## config.mk

```make
export PLATFORM = sky130hd
export DESIGN_NAME = cc_matrix_row_serializer
export DESIGN_NICKNAME = d
export VERILOG_FILES = /design/src/rtl/cc_matrix_row_serializer.sv
export SDC_FILE = /design/constraint.sdc
export NUM_CORES = 1
export LEC_CHECK = 0
export ABC_AREA = 1
export BUFFER_PORTS_ARGS = -buffer_cell sky130_fd_sc_hd__buf_2
export CAP_MARGIN = 0
export CORE_MARGIN = 3
export CORE_UTILIZATION = 35
export CTS_CLUSTER_DIAMETER = 60
export DETAILED_ROUTE_END_ITERATION = 16
export GPL_TIMING_DRIVEN = 0
export PLACE_DENSITY = 0.54
export SLEW_MARGIN = 25
export SYNTH_ARGS = -nofsm -noshare
export SYNTH_HDL_FRONTEND = slang
export SYNTH_SLANG_ARGS = --single-unit
```

## constraint.sdc

```tcl
create_clock -name CC_MATRIX_ROW_SERIALIZER_CLOCK_50 -period 1.79 [get_ports CC_MATRIX_ROW_SERIALIZER_CLOCK_50]
set_clock_uncertainty 0.05 [all_clocks]
set_input_delay 0.358 -clock CC_MATRIX_ROW_SERIALIZER_CLOCK_50 [delete_from_list [all_inputs] [get_ports CC_MATRIX_ROW_SERIALIZER_CLOCK_50]]
set_output_delay 0.358 -clock CC_MATRIX_ROW_SERIALIZER_CLOCK_50 [all_outputs]
set_load 0.05 [all_outputs]
```

## src/rtl/cc_matrix_row_serializer.sv

```systemverilog
// cc_matrix_row_serializer
//   Serializes composed LED rows to a MAX7219-style 8x8 matrix driver.
//   After reset it sends five configuration words. Each Start then refreshes
//   every row, fetching one row at a time through RowSel.
//   Word layout: {4'h0, addr[3:0], data}. Words are shifted MSB first.
//   Each word takes 1 + (2*WORDW+1)*CLKDIV cycles, which is 1+33*CLKDIV for
//   8-bit rows.
// Ports:
//   CLOCK_50        system clock (rising edge)
//   RESET_InHigh    synchronous active-high reset
//   Start_In        frame refresh request, sampled only in IDLE
//   RowData_InBus   row data for the row selected by RowSel_OutBus
//   RowSel_OutBus   row currently requested (0..ROWS-1)
//   Busy_Out        init or frame transmission in progress
//   FrameDone_Out   1-cycle pulse in the first IDLE cycle after a frame
//   SerDin_Out / SerClk_Out / SerLoad_Out   serial DIN / CLK / LOAD
module cc_matrix_row_serializer #(
  parameter int         DATAWIDTH = 8,
  parameter int         ROWS      = 8,
  parameter int         CLKDIV    = 4,
  parameter logic [3:0] INTENSITY = 4'h8
) (
  input  logic                 CC_MATRIX_ROW_SERIALIZER_CLOCK_50,
  input  logic                 CC_MATRIX_ROW_SERIALIZER_RESET_InHigh,
  input  logic                 CC_MATRIX_ROW_SERIALIZER_Start_In,
  input  logic [DATAWIDTH-1:0] CC_MATRIX_ROW_SERIALIZER_RowData_InBus,
  output logic [2:0]           CC_MATRIX_ROW_SERIALIZER_RowSel_OutBus,
  output logic                 CC_MATRIX_ROW_SERIALIZER_Busy_Out,
  output logic                 CC_MATRIX_ROW_SERIALIZER_FrameDone_Out,
  output logic                 CC_MATRIX_ROW_SERIALIZER_SerDin_Out,
  output logic                 CC_MATRIX_ROW_SERIALIZER_SerClk_Out,
  output logic                 CC_MATRIX_ROW_SERIALIZER_SerLoad_Out
);

  localparam int WORDW = 8 + DATAWIDTH;
  localparam int BITW  = $clog2(WORDW);
  localparam int DIVW  = (CLKDIV > 1) ? $clog2(CLKDIV) : 1;

  typedef enum logic [2:0] {
    S_INIT, S_IDLE, S_LOAD, S_SHIFT, S_LATCH
  } state_t;

  logic clk, rst;
  assign clk = CC_MATRIX_ROW_SERIALIZER_CLOCK_50;
  assign rst = CC_MATRIX_ROW_SERIALIZER_RESET_InHigh;

  state_t            state, state_nxt;
  logic [WORDW-1:0]  shreg;
  logic [DIVW-1:0]   div_cnt;
  logic [BITW-1:0]   bit_cnt;
  logic              sclk;          // serial clock phase while shifting
  logic [2:0]        row;
  logic [2:0]        init_idx;
  logic              init_active;   // the current word belongs to the init sequence
  logic              frame_done;

  logic div_last, bit_last, row_last, init_last;
  assign div_last  = (div_cnt == DIVW'(CLKDIV - 1));
  assign bit_last  = (bit_cnt == BITW'(WORDW - 1));
  assign row_last  = (row == 3'(ROWS - 1));
  assign init_last = (init_idx == 3'd4);

  function automatic logic [WORDW-1:0] init_word(input logic [2:0] idx);
    logic [3:0] addr;
    logic [7:0] val;
    case (idx)
      3'd0:    begin addr = 4'hF; val = 8'h00; end  // display test off
      3'd1:    begin addr = 4'hC; val = 8'h01; end  // normal operation
      3'd2:    begin addr = 4'hB; val = 8'h07; end  // scan all 8 digits
      3'd3:    begin addr = 4'h9; val = 8'h00; end  // no BCD decode
      default: begin addr = 4'hA; val = {4'h0, INTENSITY}; end
    endcase
    return {4'h0, addr, DATAWIDTH'(val)};
  endfunction

  // state register
  always_ff @(posedge clk) begin
    if (rst) state <= S_INIT;
    else     state <= state_nxt;
  end

  // next state
  always_comb begin
    state_nxt = state;
    case (state)
      S_INIT:  state_nxt = S_SHIFT;   // INIT doubles as the load cycle of an init word
      S_IDLE:  if (CC_MATRIX_ROW_SERIALIZER_Start_In) state_nxt = S_LOAD;
      S_LOAD:  state_nxt = S_SHIFT;
      S_SHIFT: if (div_last && sclk && bit_last) state_nxt = S_LATCH;
      S_LATCH: begin
        if (div_last) begin
          if (init_active) state_nxt = init_last ? S_IDLE : S_INIT;
          else             state_nxt = row_last  ? S_IDLE : S_LOAD;
        end
      end
      default: state_nxt = S_INIT;
    endcase
  end

  // datapath: shift register, bit/phase timing, row and init sequencing
  always_ff @(posedge clk) begin
    if (rst) begin
      init_active <= 1'b1;
      init_idx    <= '0;
      row         <= '0;
      frame_done  <= 1'b0;
      shreg       <= '0;
      div_cnt     <= '0;
      bit_cnt     <= '0;
      sclk        <= 1'b0;
    end else begin
      frame_done <= 1'b0;
      case (state)
        S_INIT: begin
          shreg   <= init_word(init_idx);
          div_cnt <= '0;
          bit_cnt <= '0;
          sclk    <= 1'b0;
        end
        S_IDLE: row <= '0;
        S_LOAD: begin
          // RowSel is already stable here, so the row data is captured as-is
          shreg   <= {4'h0, 4'(row) + 4'd1, CC_MATRIX_ROW_SERIALIZER_RowData_InBus};
          div_cnt <= '0;
          bit_cnt <= '0;
          sclk    <= 1'b0;
        end
        S_SHIFT: begin
          if (div_last) begin
            div_cnt <= '0;
            sclk    <= ~sclk;
            // advance on the high-to-low edge so DIN only moves while CLK is low
            if (sclk) begin
              shreg   <= {shreg[WORDW-2:0], 1'b0};
              bit_cnt <= bit_cnt + BITW'(1);
            end
          end else begin
            div_cnt <= div_cnt + DIVW'(1);
          end
        end
        S_LATCH: begin
          if (div_last) begin
            div_cnt <= '0;
            if (init_active) begin
              if (init_last) init_active <= 1'b0;
              else           init_idx    <= init_idx + 3'd1;
            end else if (row_last) begin
              row        <= '0;
              frame_done <= 1'b1;
            end else begin
              row <= row + 3'd1;
            end
          end else begin
            div_cnt <= div_cnt + DIVW'(1);
          end
        end
        default: ;
      endcase
    end
  end

  // outputs
  always_comb begin
    CC_MATRIX_ROW_SERIALIZER_SerDin_Out  = 1'b0;
    CC_MATRIX_ROW_SERIALIZER_SerClk_Out  = 1'b0;
    CC_MATRIX_ROW_SERIALIZER_SerLoad_Out = 1'b0;
    CC_MATRIX_ROW_SERIALIZER_Busy_Out    = 1'b1;
    case (state)
      S_SHIFT: begin
        CC_MATRIX_ROW_SERIALIZER_SerDin_Out = shreg[WORDW-1];
        CC_MATRIX_ROW_SERIALIZER_SerClk_Out = sclk;
      end
      S_LATCH: CC_MATRIX_ROW_SERIALIZER_SerLoad_Out = 1'b1;
      S_IDLE:  CC_MATRIX_ROW_SERIALIZER_Busy_Out    = 1'b0;
      default: ;
    endcase
    CC_MATRIX_ROW_SERIALIZER_RowSel_OutBus = row;
    CC_MATRIX_ROW_SERIALIZER_FrameDone_Out = frame_done;
  end

endmodule

```

==> flow_summary_export.csv, run 1 <==
group,metric,value,unit
logic_synthesis,syn_inst,277,
min_path,min_from,"CC_MATRIX_ROW_SERIALIZER_RESET_InHigh",
clocking,clock_sinks,34,
logic_synthesis,syn-num-nets,297,
placed_design,globalplace.congestion,0.8971,
global_route,grt_overflow,0,
layout,fin_util,43.54,%
clocking,cts_max_level,2,
logic_synthesis,ys_seq_area_share,35.81,%
sta,worst_pin_slew,0.3774,ns
worst_setup_path,rrSetupSlack,0.24,ns
sta,finalCriticalPeriod,1.695,ns
routing,drtIter0Drc,45,
floorplanning,die_h,79.69,um
logic_synthesis,yosysUniqueCellTypes,29,
routing,avgRoutedWirePerCell,11.31,um
floorplanning,io_pins,19,
floorplanning,die_area,6351,um^2
logic_synthesis,syn_area,1901,um^2
worst_setup_path,cp_cell_sequence,"buf_6 > nor2_4 > nand2_2 > inv_2 > clkbuf_4",
logic_synthesis,yosysWarningCount,0,
min_path,hold_path_end,"bit_cnt[0]",
sta,hold_viol_final,0,
worst_setup_path,start_kind,"flop",
global_route,grt_usage,15.01,%
worst_setup_path,ff2ff_path_depth,9,
floorplanning,die_width,79.69,um
routing,viasPerCell,4.553,
worst_setup_path,cp-end-kind,"output pin",
worst_setup_path,cp_data_required_time,1.38,ns
power_and_ir_drop,p_comb_share,21.1,%
clocking,clock_tree.root_cell,"clkbuf_8",
clocking,clk_latency,0.28,ns
placed_design,portBuffers,17,
layout,finalInstanceArea,2252,um^2
clocking,hold_buffers,0,
power_and_ir_drop,switching_share,29.82,%
sta,fin_crit_sh,94.71,%
sta,relSlewSlack,74.84,%
worst_setup_path,regToRegStartpoint,"div_cnt[0]",
clocking,cts_buffers,5,
global_route,grt_pass1_vias,1643,
logic_synthesis,synthTopCellsByArea,"dfxtp_1 (36%), nand2_1 (12%), nor2_1 (9.9%), ha_1 (5.9%), inv_1 (5.3%)",
power_and_ir_drop,total_power,1.808,mW
power_and_ir_drop,share_seq_of_total_power,46.6,%
clocking,cts_tree,"done",
placed_design,dp_hpwl,3155,um
layout,diodes,0,
worst_setup_path,slowest_delay,0.31,ns
sta,setup_viol,0,
worst_setup_path,crit_arrival,1.29,ns
power_and_ir_drop,power_density,802.8,nW/um^2
global_route,grt_pass1_wl,7472,um
global_route,antenna_found_initial,0,
placed_design,place_area,2073,um^2
floorplanning,coreArea,5172,um^2
routing,finalWirelength,4298,um
sta,hold_ws,0.3217,ns
routing,vias,1730,
power_and_ir_drop,p_leak,1.072,nW
logic_synthesis,yosys.area.top_type,"dfxtp_1",
worst_setup_path,cp_top_family,"buffers and inverters",
sta,slew_violations,0,
power_and_ir_drop,switching_power,0.5392,mW
outcome,status,"completed",
routing,ant_nets,0,
floorplanning,fp-row-count,26,
routing,drc,0,
logic_synthesis,avgSynthCellArea,6.861,um^2
power_and_ir_drop,irDropWorstVdd,484.9,uV
logic_synthesis,ys_ff_latch,34,
floorplanning,initial_core_util,36.74,%
logic_synthesis,netlist.area_leader.share,35.81,%
min_path,min_path_cells,2,
clocking,cts_buffer_depth,2,
power_and_ir_drop,internal_power,1.269,mW
layout,finalNetCount,329,
worst_setup_path,cp_slowest_cell,"dfxtp_1",
worst_setup_path,worstPathMaxFanout,8,
run,maxCapViolCount,0,
clocking,clk_pin_slew,0.07,ns
routing,dr.pass1.iters,4,
sta,max_freq,0.5899,GHz
worst_setup_path,cp_num_buf_inv,3,
worst_setup_path,reg2reg_to,"shreg[2]",
global_route,grt_max_degree,11,
min_path,hp-class,"input port to flop",
power_and_ir_drop,pwr-share-clk,32.3,%
layout,drive_gt1_share,20.32,%
layout,synthToLayoutAreaGrowth,18.50,%
worst_setup_path,path_class,"flop to output pin",
-- sequential cells by signal, indices dropped and copies added (netlist names) --
name / count
CC_MATRIX_ROW_SERIALIZER_RowSel_OutBus: 3
shreg: 16
init_idx: 3
init_active: 1
sclk: 1
state: 3
bit_cnt: 4
CC_MATRIX_ROW_SERIALIZER_FrameDone_Out: 1
div_cnt: 2
-- power by group through the flow --
stage / Combinational (mW) / Clock, mW / Sequential (mW)
floorplan: 0.264 / 0 / 0.866
global placement: 0.353 / 0 / 0.858
detailed placement: 0.354 / 0 / 0.859
CTS: 0.361 / 0.613 / 0.842
global route: 0.431 / 0.634 / 0.849
finish: 0.381 / 0.584 / 0.843
-- metal layers --
metal / wire, um / global-route usage (%) / share of wire [%]
met1: 2120 / 19.31 / 49
met2: 1913 / 24.21 / 45
met3: 210 / 3.725 / 4.9
met4: 53 / 5.326 / 1.2
met5: 0 / 0 / 0
-- cell type report --
| type | count | area (um^2) |
|---|---|---|
| inverters | 32 | 125.1 |
| clock inverters | 1 | 5.005 |
| fillers | 536 | 2920 |
| multi-input cells | 201 | 1025 |
| well taps | 70 | 87.58 |
| clock buffers | 7 | 86.33 |
| plain buffers | 10 | 82.58 |
| flip-flops and latches | 34 | 680.7 |
| repair buffers | 25 | 160.2 |
-- worst register-to-register path: stages, from the launching register on --
cell     delay (ns)
dfxtp_1        0.36
ha_1           0.31
nand2_1        0.12
nand3_2        0.09
nand2_4        0.10
inv_4          0.08
buf_6          0.14
nand2_2        0.08
nor2_2         0.08
nor2_1         0.04
-- cell usage after synthesis (all sizes together) --
cell type and count:
o21ai 27, a31oi 1, o21bai 1, buf 9, nand2 65, nand4 2, nand3 21, nand3b 1
nor3 2, inv 32, nor2 56, ha 9, a21oi 15, dfxtp 34, clkbuf 1, a22oi 1
-- how the worst max path moves through the flow --
stage / startpoint / to / slack [ns] / cells past startpoint
3_5_place_dp: state[1] / CC_MATRIX_ROW_SERIALIZER_SerClk_Out / 0.20 / 6
4_1_cts: state[1] / CC_MATRIX_ROW_SERIALIZER_SerLoad_Out / 0.04 / 5
5_1_grt: state[1] / CC_MATRIX_ROW_SERIALIZER_SerLoad_Out / -0.002 / 5
6_report: state[1] / CC_MATRIX_ROW_SERIALIZER_SerLoad_Out / 0.09 / 5
2_1_floorplan: state[0] / CC_MATRIX_ROW_SERIALIZER_SerDin_Out / 0.02 / 5
3_3_place_gp: state[0] / CC_MATRIX_ROW_SERIALIZER_SerClk_Out / 0.20 / 6
-- repair_timing --
item                                   CTS  global route
gates resized for setup                  4             5
pin swaps                                1             0
endpoints found under the hold margin    0             0
setup endpoints to repair                2             4
buffers inserted                         1             7
-- cell usage in the layout, fill, tap and decap left out, drive strengths merged --
cell type / Yosys / final
clkbuf: 1 / 9
nand2: 65 / 65
a22oi: 1 / 1
a21oi: 15 / 15
o21ai: 27 / 27
a31oi: 1 / 1
buf: 9 / 33
dfxtp: 34 / 34
clkinv: 0 / 1
nand3b: 1 / 1
nand3: 21 / 21
o21bai: 1 / 1
nor3: 2 / 2
nand4: 2 / 2
inv: 32 / 32
nor2: 56 / 56
ha: 9 / 9
-- kinds of logic after synthesis --
logic type,count (synthesis),synth area share (%)
simple gates,147,34.50
compound gates,45,12.97
buf+inv,42,10.80
flops,34,35.81
fa+ha+maj,9,5.925
-- stage by stage --
step	setup WS [ns]	cells	TNS [ns]
after CTS	0.03968	373	0
after detailed placement	0.1995	364	0
final	0.09475	380	0
after global routing	-0.001644	380	-0.001644
after floorplan	0.01735	277	0
after global placement	0.2001	364	0
Note: power is estimated with default switching activity, not from simulation.
==> run 2: changes to the inputs <==
--- a/config.mk
+++ b/config.mk
@@ -14,6 +14,7 @@
 export DETAILED_ROUTE_END_ITERATION = 16
 export GPL_TIMING_DRIVEN = 0
 export PLACE_DENSITY = 0.54
+export RECOVER_POWER = 100
 export SLEW_MARGIN = 25
 export SYNTH_ARGS = -nofsm -noshare
 export SYNTH_HDL_FRONTEND = slang
==> run 2 against run 1 <==
Non-clock buffer count stayed put. Wire length rose by 0.28%. First-iteration DRC count is 8.9% higher. Largest cell class unchanged. Critical path depth shrank 1. Critical path type unchanged. Combinational power decreased by 2%. Die area unchanged. Clock power is essentially flat. Cell count stayed put. Power decreased by 0.40%. Utilization down 0.46 points.
==> flow_summary_export.csv, run 2 (synthesis results as in run 1) <==
group,metric,value,unit
outcome,status,"completed",
global_route,antenna_found_initial,0,
worst_setup_path,ff2ff_path_depth,9,
placed_design,dp_hpwl,3155,um
clocking,cts_tree,"done",
routing,vias,1727,
placed_design,dp_cells,364,
layout,final_common_cell,"nand2_1",
layout,fin_util,43.08,%
floorplanning,io_pins,19,
global_route,grt_pass1_vias,1643,
sta,finalCriticalPeriod,1.710,ns
sta,hold_ws,0.3361,ns
routing,finalWirelength,4310,um
floorplanning,fp-row-count,26,
sta,max_freq,0.5847,GHz
floorplanning,initial_core_util,36.74,%
power_and_ir_drop,switching_power,0.5370,mW
sta,setup_viol,0,
floorplanning,die_h,79.69,um
routing,drc,0,
worst_setup_path,cp-end-kind,"output pin",
sta,fin_crit_sh,95.54,%
clocking,clk_pin_slew,0.07,ns
global_route,grt_max_degree,11,
power_and_ir_drop,switching_share,29.82,%
power_and_ir_drop,share_seq_of_total_power,46.8,%
layout,largest_reg_flops,16,
floorplanning,coreArea,5172,um^2
worst_setup_path,path_class,"flop to output pin",
sta,slew_violations,0,
routing,dr.pass1.iters,5,
clocking,clock_tree.root_cell,"clkbuf_8",
layout,final_cell_mix,"nand2_1 (61), nor2_1 (48), dfxtp_1 (34), inv_1 (27), nand3_1 (21)",
power_and_ir_drop,power_density,808.1,nW/um^2
layout,synthToLayoutAreaGrowth,17.25,%
floorplanning,die_width,79.69,um
layout,finalInstanceArea,2228,um^2
power_and_ir_drop,pwr-share-clk,32.5,%
power_and_ir_drop,irDropWorstVdd,484.7,uV
clocking,clk_latency,0.28,ns
worst_setup_path,crit_arrival,1.30,ns
sta,relSlewSlack,60.25,%
sta,hold_viol_final,0,
min_path,min_path_cells,2,
layout,multiInputGateArea,1008,um^2
routing,viasPerCell,4.545,
global_route,grt_pass1_wl,7472,um
global_route,grt_usage,15.01,%
layout,regMostFlops,"shreg",
run,maxCapViolCount,0,
sta,grt_setup_unrepaired,"false",
layout,final_cell_count_no_fill,380,
layout,diodes,0,
power_and_ir_drop,internal_power,1.264,mW
clocking,clock_sinks,34,
routing,drtIter0Drc,49,
routing,avgRoutedWirePerCell,11.34,um
global_route,grt_overflow,0,
clocking,cts_buffer_depth,2,
min_path,hp-class,"input port to flop",
clocking,cts_buffers,5,
sta,worst_pin_slew,0.5988,ns
layout,drive_gt1_share,18.06,%
layout,finalNetCount,329,
clocking,cts_max_level,2,
power_and_ir_drop,p_leak,1.056,nW
routing,ant_nets,0,
worst_setup_path,cp_data_required_time,1.38,ns
power_and_ir_drop,p_comb_share,20.8,%
worst_setup_path,start_kind,"flop",
sta,tns,0,ns
placed_design,place_area,2073,um^2
floorplanning,die_area,6351,um^2
worst_setup_path,worstPathMaxFanout,8,
placed_design,globalplace.congestion,0.8971,
layout,register_area,680.7,um^2
layout,reg_top3,"shreg x16, bit_cnt x4",
layout,fill_cells,546,
placed_design,portBuffers,17,
-- run 2: cell count changes in the layout (fill, tap and decap cells not counted), moves of 2 or more --
cell / change
buf_2: -6
clkbuf_1: +3
clkbuf_2: +3
nand3_1: +2
nand3_2: -2
-- run 2: timing repair --
action	CTS	global route
buffers inserted	1	7
endpoints found under the setup margin	2	4
hold buffers	0	0
pin swaps	1	0
cloned	0	0
resized for setup	4	5
-- run 2: cell type report --
| type | count | area share [%] |
|---|---|---|
| well taps | 70 | 3.930 |
| clock buffers | 7 | 3.874 |
| flip-flops and latches | 34 | 30.54 |
| repair buffers | 25 | 7.019 |
| inverters | 32 | 5.615 |
| plain buffers | 10 | 3.537 |
| multi-input cells | 201 | 45.26 |
| clock inverters | 1 | 0.2246 |
-- run 2: final timing paths --
check             slack [ns]                                end                                  start
setup / recovery        0.08  CC_MATRIX_ROW_SERIALIZER_Busy_Out                               state[2]
hold / removal          0.34                         bit_cnt[0]  CC_MATRIX_ROW_SERIALIZER_RESET_InHigh
setup reg to reg        0.19                           shreg[2]                             div_cnt[0]
hold reg to reg         0.44                         div_cnt[1]                             div_cnt[1]
-- run 2: per-stage QoR --
step / setup WS [ns] / power, mW
after global placement: 0.2001 / 1.211
final: 0.07978 / 1.801
after detailed placement: 0.1995 / 1.213
after global routing: 0.005033 / 1.906
after floorplan: 0.01735 / 1.130
after CTS: 0.03968 / 1.817
-- run 2: power groups by stage --
stage               Sequential (mW)  Clock [mW]  Combinational (mW)
CTS                           0.842       0.613               0.361
global placement              0.858           0               0.353
floorplan                     0.866           0               0.264
global route                  0.849       0.634               0.424
finish                        0.843       0.584               0.374
detailed placement            0.859           0               0.354
-- run 2: routing by layer --
| layer | GRT usage, % | vias up | part of all wire (%) |
|---|---|---|---|
| met1 | 19.31 | 758 | 51 |
| li1 | - | 943 | - |
| met2 | 24.21 | 21 | 44 |
| met3 | 3.725 | 5 | 3.5 |
| met5 | 0 | - | 0 |
| met4 | 5.326 | 0 | 1.3 |
-- run 2: worst max-delay path, cell delays in order, from the launching register on --
cell	delay, ns
dfxtp_1	0.31
buf_6	0.14
nor2_2	0.15
nand2_1	0.14
clkbuf_2	0.27
